[config.mk]
export PLATFORM = sky130hd
export DESIGN_NAME = serial_add_ctrl
export DESIGN_NICKNAME = d
export VERILOG_FILES = /design/src/rtl/serial_add_ctrl_pkg.sv /design/src/rtl/serial_add_ctrl_fa_cell.sv /design/src/rtl/serial_add_ctrl.sv
export SDC_FILE = /design/constraint.sdc
export NUM_CORES = 1
export LEC_CHECK = 0
export ABC_AREA = 1
export CORE_MARGIN = 8
export CORE_UTILIZATION = 48
export DETAILED_ROUTE_END_ITERATION = 10
export GPL_TIMING_DRIVEN = 0
export PLACE_DENSITY = 0.83
export SYNTH_ARGS = -nofsm -noshare
export SYNTH_HDL_FRONTEND = slang
export SYNTH_HIERARCHICAL = 1
export SYNTH_SLANG_ARGS = --single-unit
export TNS_END_PERCENT = 1
[constraint.sdc]
create_clock -name clk -period 1.95 [get_ports clk]
set_input_delay 0.2925 -clock clk [delete_from_list [all_inputs] [get_ports clk]]
set_output_delay 0.2925 -clock clk [all_outputs]
set_load 0.005 [all_outputs]
[src/rtl/serial_add_ctrl_pkg.sv]
// Shared definitions for the bit-serial adder sequencer.
//   ST_IDLE / ST_RUN / ST_DONE : 2-bit FSM state encodings
//   cnt_width(w)               : bit-counter width, ceil(log2(w+1))
package serial_add_ctrl_pkg;

  localparam logic [1:0] ST_IDLE = 2'd0;
  localparam logic [1:0] ST_RUN  = 2'd1;
  localparam logic [1:0] ST_DONE = 2'd2;

  function automatic int cnt_width(input int w);
    return $clog2(w + 1);
  endfunction

endpackage

[src/rtl/serial_add_ctrl_fa_cell.sv]
// Purely combinational 1-bit full adder.
//   a, b, ci : addend bits and carry-in
//   s, co    : sum bit and carry-out
module fa_cell (
  input  logic a,
  input  logic b,
  input  logic ci,
  output logic s,
  output logic co
);

  assign s  = a ^ b ^ ci;
  assign co = (a & b) | (a & ci) | (b & ci);

endmodule

[src/rtl/serial_add_ctrl.sv]
// Bit-serial adder sequencer: latches a, b, cin on an accepted start and
// steps a single full-adder cell LSB-first for WIDTH clocks.
//   clk, rst   : clock, asynchronous active-high reset
//   start      : request; accepted in IDLE or DONE
//   a, b, cin  : operands, sampled only on the accepting edge
//   busy       : high in RUN
//   done       : one-cycle pulse, sum/cout valid
//   sum, cout  : result, held until the next RUN->DONE transition
//
// state   | meaning
// IDLE    | waiting for start
// RUN     | one operand bit per clock, LSB first
// DONE    | result valid for one cycle; start here restarts with no gap
module serial_add_ctrl
  import serial_add_ctrl_pkg::*;
#(
  parameter int WIDTH = 8
) (
  input  logic             clk,
  input  logic             rst,
  input  logic             start,
  input  logic [WIDTH-1:0] a,
  input  logic [WIDTH-1:0] b,
  input  logic             cin,
  output logic             busy,
  output logic             done,
  output logic [WIDTH-1:0] sum,
  output logic             cout
);

  localparam int CNT_W = cnt_width(WIDTH);

  logic [1:0]       state;
  logic [WIDTH-1:0] a_sh;
  logic [WIDTH-1:0] b_sh;
  logic [WIDTH-1:0] r_sh;
  logic [WIDTH-1:0] r_next;
  logic             c;
  logic [CNT_W-1:0] cnt;
  logic [WIDTH-1:0] sum_q;
  logic             cout_q;
  logic             fa_s;
  logic             fa_co;
  logic             last_bit;

  fa_cell u_fa (
    .a  (a_sh[0]),
    .b  (b_sh[0]),
    .ci (c),
    .s  (fa_s),
    .co (fa_co)
  );

  // Result register shifts right with the new bit entering at the MSB, so
  // after WIDTH steps the first (LSB) bit has reached position 0.
  generate
    if (WIDTH == 1) begin : g_r1
      assign r_next = fa_s;
    end else begin : g_rn
      assign r_next = {fa_s, r_sh[WIDTH-1:1]};
    end
  endgenerate

  assign last_bit = (cnt == CNT_W'(WIDTH - 1));

  always_ff @(posedge clk or posedge rst) begin
    if (rst) begin
      state  <= ST_IDLE;
      a_sh   <= '0;
      b_sh   <= '0;
      r_sh   <= '0;
      c      <= 1'b0;
      cnt    <= '0;
      sum_q  <= '0;
      cout_q <= 1'b0;
    end else begin
      case (state)
        ST_IDLE, ST_DONE: begin
          if (start) begin
            a_sh  <= a;
            b_sh  <= b;
            c     <= cin;
            cnt   <= '0;
            state <= ST_RUN;
          end else begin
            state <= ST_IDLE;
          end
        end
        ST_RUN: begin
          a_sh <= a_sh >> 1;
          b_sh <= b_sh >> 1;
          r_sh <= r_next;
          c    <= fa_co;
          cnt  <= cnt + CNT_W'(1);
          if (last_bit) begin
            sum_q  <= r_next;
            cout_q <= fa_co;
            state  <= ST_DONE;
          end
        end
        default: state <= ST_IDLE;
      endcase
    end
  end

  assign busy = (state == ST_RUN);
  assign done = (state == ST_DONE);
  assign sum  = sum_q;
  assign cout = cout_q;

endmodule
==> metrics.md, run 1 <==
| Metric | Value |
|---|---|
| Crit path kind | reg -> out |
| Fillers | 316 |
| Final Hold Vio Count | 0 |
| Drt first pass iters | 4 |
| Clock H-tree levels | 2 |
| Max FO, Critical Path | 10 |
| Core area | roughly 3600 um2 |
| Pins Over Slew Limit | 0 |
| Cell taking the most area after synthesis | dfrtp_1 |
| Syn nets | 244 |
| Status | finished, final reports clean |
| Layout cells sized above 1 | under 10% |
| Synth Instances | 222 |
| Multi-input logic area | 643 um2 |
| Simple logic cell fraction of the synthesized area | 33.9% |
| Port-buffer cells | 30 |
| Max clock buf depth | 2 |
| WL final | roughly 3300 um |
| Classification of the worst-slack hold path | in -> async |
| Largest family of logic cells by synthesized area | simple AND/OR/NAND/NOR gates |
| DR WL/cell | 10.7 um |
| Max stage delay cell, worst path | clkdlybuf4s50_1 |
| Worst setup margin | 0.112 ns |
| Final Setup Violations | 0 |
| Syn avg cell area | 7.85 um2 |
| CTS tree | built |
| Pwr Density | 1520 nW/um2 |
| Post-synthesis mux area share | 0% |
| Crit path arrival time | 1.55 ns |
| CTS clk-pin slew, worst paths | between 0.1 and 0.15 ns |
| FF/Latch Area | 976 um2 |
| P&R area growth vs syn | 26.8% |
| Most frequent cells in the layout | 136 x nand2_1, 39 x dfrtp_1, 29 x clkdlybuf4s50_1 |
| Antenna Cells | 0 |
| First-pass GRT wire length | 6090 um |
| YS warnings | 6 |
| Initial Util | 48.7% |
| Family with the most delay on the worst path | buffers and inverters |
| Most common cell after layout, fill and taps aside | nand2_1 |
| Vias per Instance | 4.55 |
| Placed Cells | 300 |
| Pin slew with the least headroom to its limit | 0.784 ns |
| Critical Path Start Type | register |
| Die Wd | 76.3 um |
| Synth unique cells | 17 |
| Relative slew slack | 47.7% |
| Remaining Overflow, GRT | 0 |
| Register area share after synthesis | 56.0% |
| Placer Congestion | 0.764 |
| Final Cycle Share | a little over nine tenths |
| Iter 0 DRT Violations | 63 |
| Fmax | 544 MHz |
| Worst Clk Skew | 0.0122 ns |
| Post-route insts no fill | between 300 and 400 |
| Clock sink total | 39 |
| Worst Setup End Kind | primary output |
| Cells along the critical path | inv_2 -> nor2_4 -> buf_6 -> clkdlybuf4s50_1 |
| Antenna violations before repair | 0 |
| Post-CTS Hold Buffers | 0 |
| Post-synthesis compound-gate area fraction | under 10% |
| VDD IR max | 668 uV |
| Post-Synth Adder-Cell Area | under 10% |
| Total GRT Usage | about an eighth |
| Crit path time final | 1.84 ns |
| Max_cap viols | 0 |
| Via count | 1410 |
| Ranking of synthesized cells by area | dfrtp_1 56%, nand2_1 29%, inv_1 4.5% |
| DRT antenna net count | 0 |
| Synth Cell Area | roughly 1700 um2 |
| CP bufs+invs | 3 |
| Setup Slack @ Placement | 0.185 ns |
| DRC viols | 0 |
| Nets | 283 |
| RSZ-0062 raised after global routing | no |
| Core Rows | 22 |
| Die height | 76.3 um |
| I/O pin cnt | 31 |
| Die area | between 5000 and 6000 um2 |
| FF+latch count, synth | 39 |
| Static Leakage | 1.22 nW |
| CP required | 1.66 ns |
| CTS root buffer | clkbuf_4 |
| Crit path largest cell delay | 0.50 ns |
| Synth top area share | 56.0% |
| Largest net degree at the start of global routing | 40 |
| Post-Synth XOR/XNOR Area | 0% |
| Post-DP HPWL | 2300 um |
| TritonCTS buffer count | 5 |
| Worst skew pair latency | 0.35 ns |
| Vias in the first global route | 1424 |
[synth_stat cells (all sizes together)]
library cell	number
nand2	138
dfrtp	39
inv	22
nor2	6
buf	5
nand3	4
o21ai	3
a21oi	1
fa	1
ha	1
nand4	1
or2	1
[power by group]
part           switching, W  total (W)  internal (W)
logic              0.000735    0.00139      0.000651
clock network      0.000261   0.000564      0.000303
registers          0.000227    0.00140       0.00117
total               0.00122    0.00335       0.00213
[flip-flops by register name (all words and copies together) (netlist names)]
signal / cells
a_sh: 8
b_sh: 8
c: 1
cnt: 4
cout: 1
r_sh: 7
state: 2
sum: 8
[stage by stage]
stage / util [%] / area, um2 / power (W) / setup TNS (ns) / hold WS, ns
5_1_grt: 61.8 / 2210 / 0.00368 / 0 / 0.467
4_1_cts: 61.6 / 2200 / 0.00340 / 0 / 0.421
2_1_floorplan: - / 1740 / 0.00230 / 0 / 0.409
3_5_place_dp: 58.8 / 2100 / 0.00278 / 0 / 0.459
3_3_place_gp: 58.8 / 2100 / 0.00272 / -1.56 / 0.450
6_report: 61.8 / 2210 / 0.00335 / 0 / 0.397
[metal layers]
layer / global-route usage, % / vias to the layer above / routed length, um
met5: 0 / - / 0
met1: 14.5 / 641 / 1570
li1: - / 734 / -
met2: 20.7 / 29 / 1520
met4: 4.62 / 0 / 44
met3: 4.83 / 6 / 178
[logic make-up (layout without fill, tap and decap cells)]
logic type	after synthesis	in the layout
buffers and inverters	27	67
flip-flops	39	39
adder cells (fa/ha/maj)	2	2
AO/OA/AOI/OAI	4	4
AND/OR/NAND/NOR	150	150
[repair_timing]
action | CTS | global route
pin swaps | 1 | 0
buffers inserted | 2 | 0
resized for setup | 0 | 2
setup endpoints to repair | 1 | 2
[final timing paths]
path                           end  startpoint  slack, ns  depth (start not counted)
max reg2reg                a_sh[1]    state[0]       0.56                          7
min reg2reg                a_sh[7]     a_sh[7]       0.48                          2
max                           busy    state[0]       0.11                          4
min in group clk           a_sh[7]        a[7]       0.48                          3
max in group asynchronous  b_sh[4]         rst       1.04                          2
min                         sum[6]         rst       0.40                          2
[worst reg2reg max path, stage by stage, from the launching register on]
cell     delay (ns)
dfrtp_1        0.41
buf_4          0.15
nor2_2         0.33
buf_4          0.24
nand2_1        0.06
nand2_1        0.06
inv_1          0.04
nand2_1        0.05
[cell type report]
class	count	area share, %
flip-flops and latches	39	44.1
clock inverters	2	1.58
plain buffers	5	2.04
well taps	48	2.72
repair buffers	32	14.4
clock buffers	6	2.32
multi-input cells	156	29.1
inverters	22	3.74
Power figures use the tool's default switching activity.
==> run 2, diff against run 1 <==
--- a/config.mk
+++ b/config.mk
@@ -6,11 +6,12 @@
 export NUM_CORES = 1
 export LEC_CHECK = 0
 export ABC_AREA = 1
+export ABC_CLOCK_PERIOD_IN_PS = 1950
 export CORE_MARGIN = 8
-export CORE_UTILIZATION = 48
+export CORE_UTILIZATION = 25
 export DETAILED_ROUTE_END_ITERATION = 10
 export GPL_TIMING_DRIVEN = 0
-export PLACE_DENSITY = 0.83
+export PLACE_DENSITY = 0.53
 export SYNTH_ARGS = -nofsm -noshare
 export SYNTH_HDL_FRONTEND = slang
 export SYNTH_HIERARCHICAL = 1
==> run 2 against run 1 <==
  * Count of clock-buffer cells in the layout increased by 2
  * Hold slack improved by 0.080 ns
  * Wire length increased by 14%
  * Final cell count increased by 10%
  * Via count is 1.6% lower
  * Register-to-register slack improved by 0.08 ns
==> metrics.md, run 2 (synthesis results as in run 1) <==
| Metric | Value |
|---|---|
| Depth of the worst register-to-register path | 5 (-2) |
| P&R area growth vs syn | 29.2% |
| Final hold slack | 0.476 ns (+0.0797 ns) |
| Worst setup margin | 0.0978 ns (-0.0142 ns) |
| Setup Slack @ Placement | 0.154 ns (-0.0308 ns) |
| Core area | 6760 um2 (+89%) |
| Most common cell after layout, fill and taps aside | nand2_1 |
| Largest net degree at the start of global routing | 40 (unchanged) |
| Antenna violations before repair | 0 (unchanged) |
| First-pass GRT wire length | 6550 um (+7.5%) |
| R2R Setup Slk | 0.64 ns (+0.08 ns) |
| Nets | 282 (-0.35%) |
| FF-to-FF End | cout |
| Fillers | 734 (+130%) |
| Pwr Density | 1500 nW/um2 (-0.95%) |
| Clock H-tree levels | 2 (unchanged) |
| Initial Util | 25.8% (-23 points) |
| Iter 0 DRT Violations | 77 (+22%) |
| Antenna Cells | 0 (unchanged) |
| Crit path kind | reg -> out |
| Max clock buf depth | 2 (unchanged) |
| Met3 wire length | 242 um (+36%) |
| Met1 WL | 1850 um (+18%) |
| Highest Signal Layer | met4 |
| Worst Setup End Kind | primary output |
| Critical Path Start Type | register |
| Worst Clk Skew | 0.00278 ns (-0.00939 ns) |
| Fmax | 540 MHz (-0.77%) |
| WL final | 3760 um (+14%) |
| Most frequent cells in the layout | 136 x nand2_1, 38 x dfrtp_1, 30 x clkdlybuf4s50_1 |
| Die area | 9900 um2 (+70%) |
| Pin slew with the least headroom to its limit | 0.827 ns (+0.0434 ns) |
| Max_cap viols | 0 (unchanged) |
| Core Rows | 30 (+36%) |
| Relative slew slack | 44.8% (-2.9 points) |
| I/O pin cnt | 31 (unchanged) |
| DR WL/cell | 11.0 um (+3.3%) |
| Die Wd | 99.5 um (+30%) |
| Met2 wire len | 1650 um (+8.4%) |
| Status | finished, final reports clean |
| Vias per Instance | 4.07 (-11%) |
| Worst skew pair latency | 0.28 ns (-0.07 ns) |
| Die height | 99.5 um (+30%) |
| CTS root buffer | clkbuf_8 |
| Placer Congestion | 0.718 (-6.0%) |
| Static Leakage | 1.20 nW (-1.8%) |
| Final Setup Violations | 0 (unchanged) |
| Final Cycle Share | 95.0% (+0.73 points) |
| Remaining Overflow, GRT | 0 (unchanged) |
| CP required | 1.66 ns (about the same) |
| CTS tree | built |
| DRC viols | 0 (unchanged) |
| Final Hold Vio Count | 0 (unchanged) |
| Crit path arrival time | 1.56 ns (about the same) |
| Crit path time final | 1.85 ns (+0.0142 ns) |
| Drt first pass iters | 4 (unchanged) |
| RSZ-0062 raised after global routing | no |
| Total GRT Usage | 8.21% (-4.4 points) |
| Via count | 1387 (-1.6%) |
| Layout cells sized above 1 | 8.43% (-0.35 points) |
| Vias in the first global route | 1477 (+3.7%) |
| Post-DP HPWL | 2620 um (+14%) |
| Classification of the worst-slack hold path | in -> async |
| Tot Pwr | 0.00338 W (+0.90%) |
| VDD IR max | 467 uV (-30%) |
| Port-buffer cells | 30 (unchanged) |
| Max FO, Critical Path | 10 (unchanged) |
| Pins Over Slew Limit | 0 (unchanged) |
| Worst r2r src | cnt[0] |
| CTS clk-pin slew, worst paths | 0.07 ns (-0.05 ns) |
| Clock sink total | 39 (unchanged) |
| DRT antenna net count | 0 (unchanged) |
| TritonCTS buffer count | 5 (unchanged) |
run 2: how the worst max path moves through the flow:
stage	start	to	slack [ns]
2_1_floorplan	rst	a_sh[0]	0.77
3_3_place_gp	rst	b_sh[7]	-0.14
3_5_place_dp	state[0]	busy	0.15
4_1_cts	state[0]	busy	0.04
5_1_grt	state[0]	busy	0.02
6_report	state[0]	busy	0.1
run 2: repair_timing:
item,CTS,global route
setup endpoints to repair,1,1
pin swaps,1,0
endpoints found under the hold margin,0,0
setup buffers,1,0
hold buffers,0,0
resized for setup,0,1
run 2: final cells by class:
type,count,area (um2),area share [%]
flip-flops and latches,39,977,43.4
repair buffers,31,308,13.7
plain buffers,5,41.3,1.83
multi-input cells,156,643,28.6
inverters,22,82.6,3.67
well taps,80,100,4.44
clock buffers,8,100,4.44
run 2: power by group:
group	leakage [nW]	switching (W)	internal, W
registers	0.488	0.000230	0.00118
logic	0.659	0.000745	0.000633
clock network	0.0515	0.000272	0.000323
run 2: worst max-delay path, cell delays in order, from the launching register on:
cell and delay (ns):
dfrtp_2 0.41, inv_2 0.06, nor2_4 0.11, buf_4 0.18, clkdlybuf4s50_1 0.52
run 2: stage by stage:
stage | cell area [um2] | std cells | TNS (ns) | util, %
CTS | 2250 | 341 | 0 | 33.3
global route | 2250 | 341 | 0 | 33.3
global placement | 2140 | 332 | -5.46 | 31.7
detailed placement | 2140 | 332 | 0 | 31.7
floorplan | 1740 | 222 | 0 | -
finish | 2250 | 341 | 0 | 33.3
run 2: metal layers:
metal / GRT usage (%) / vias to the layer above
met4: 1.75 / 0
met2: 13.3 / 26
met3: 3.91 / 2
met5: 0 / -
li1: - / 730
met1: 9.63 / 629
==> run 3, diff against run 2 <==
--- a/config.mk
+++ b/config.mk
@@ -16,4 +16,3 @@
 export SYNTH_HDL_FRONTEND = slang
 export SYNTH_HIERARCHICAL = 1
 export SYNTH_SLANG_ARGS = --single-unit
-export TNS_END_PERCENT = 1
==> results of run 3 <==
The final DEF is identical to that of run 2; final timing and power are the same.
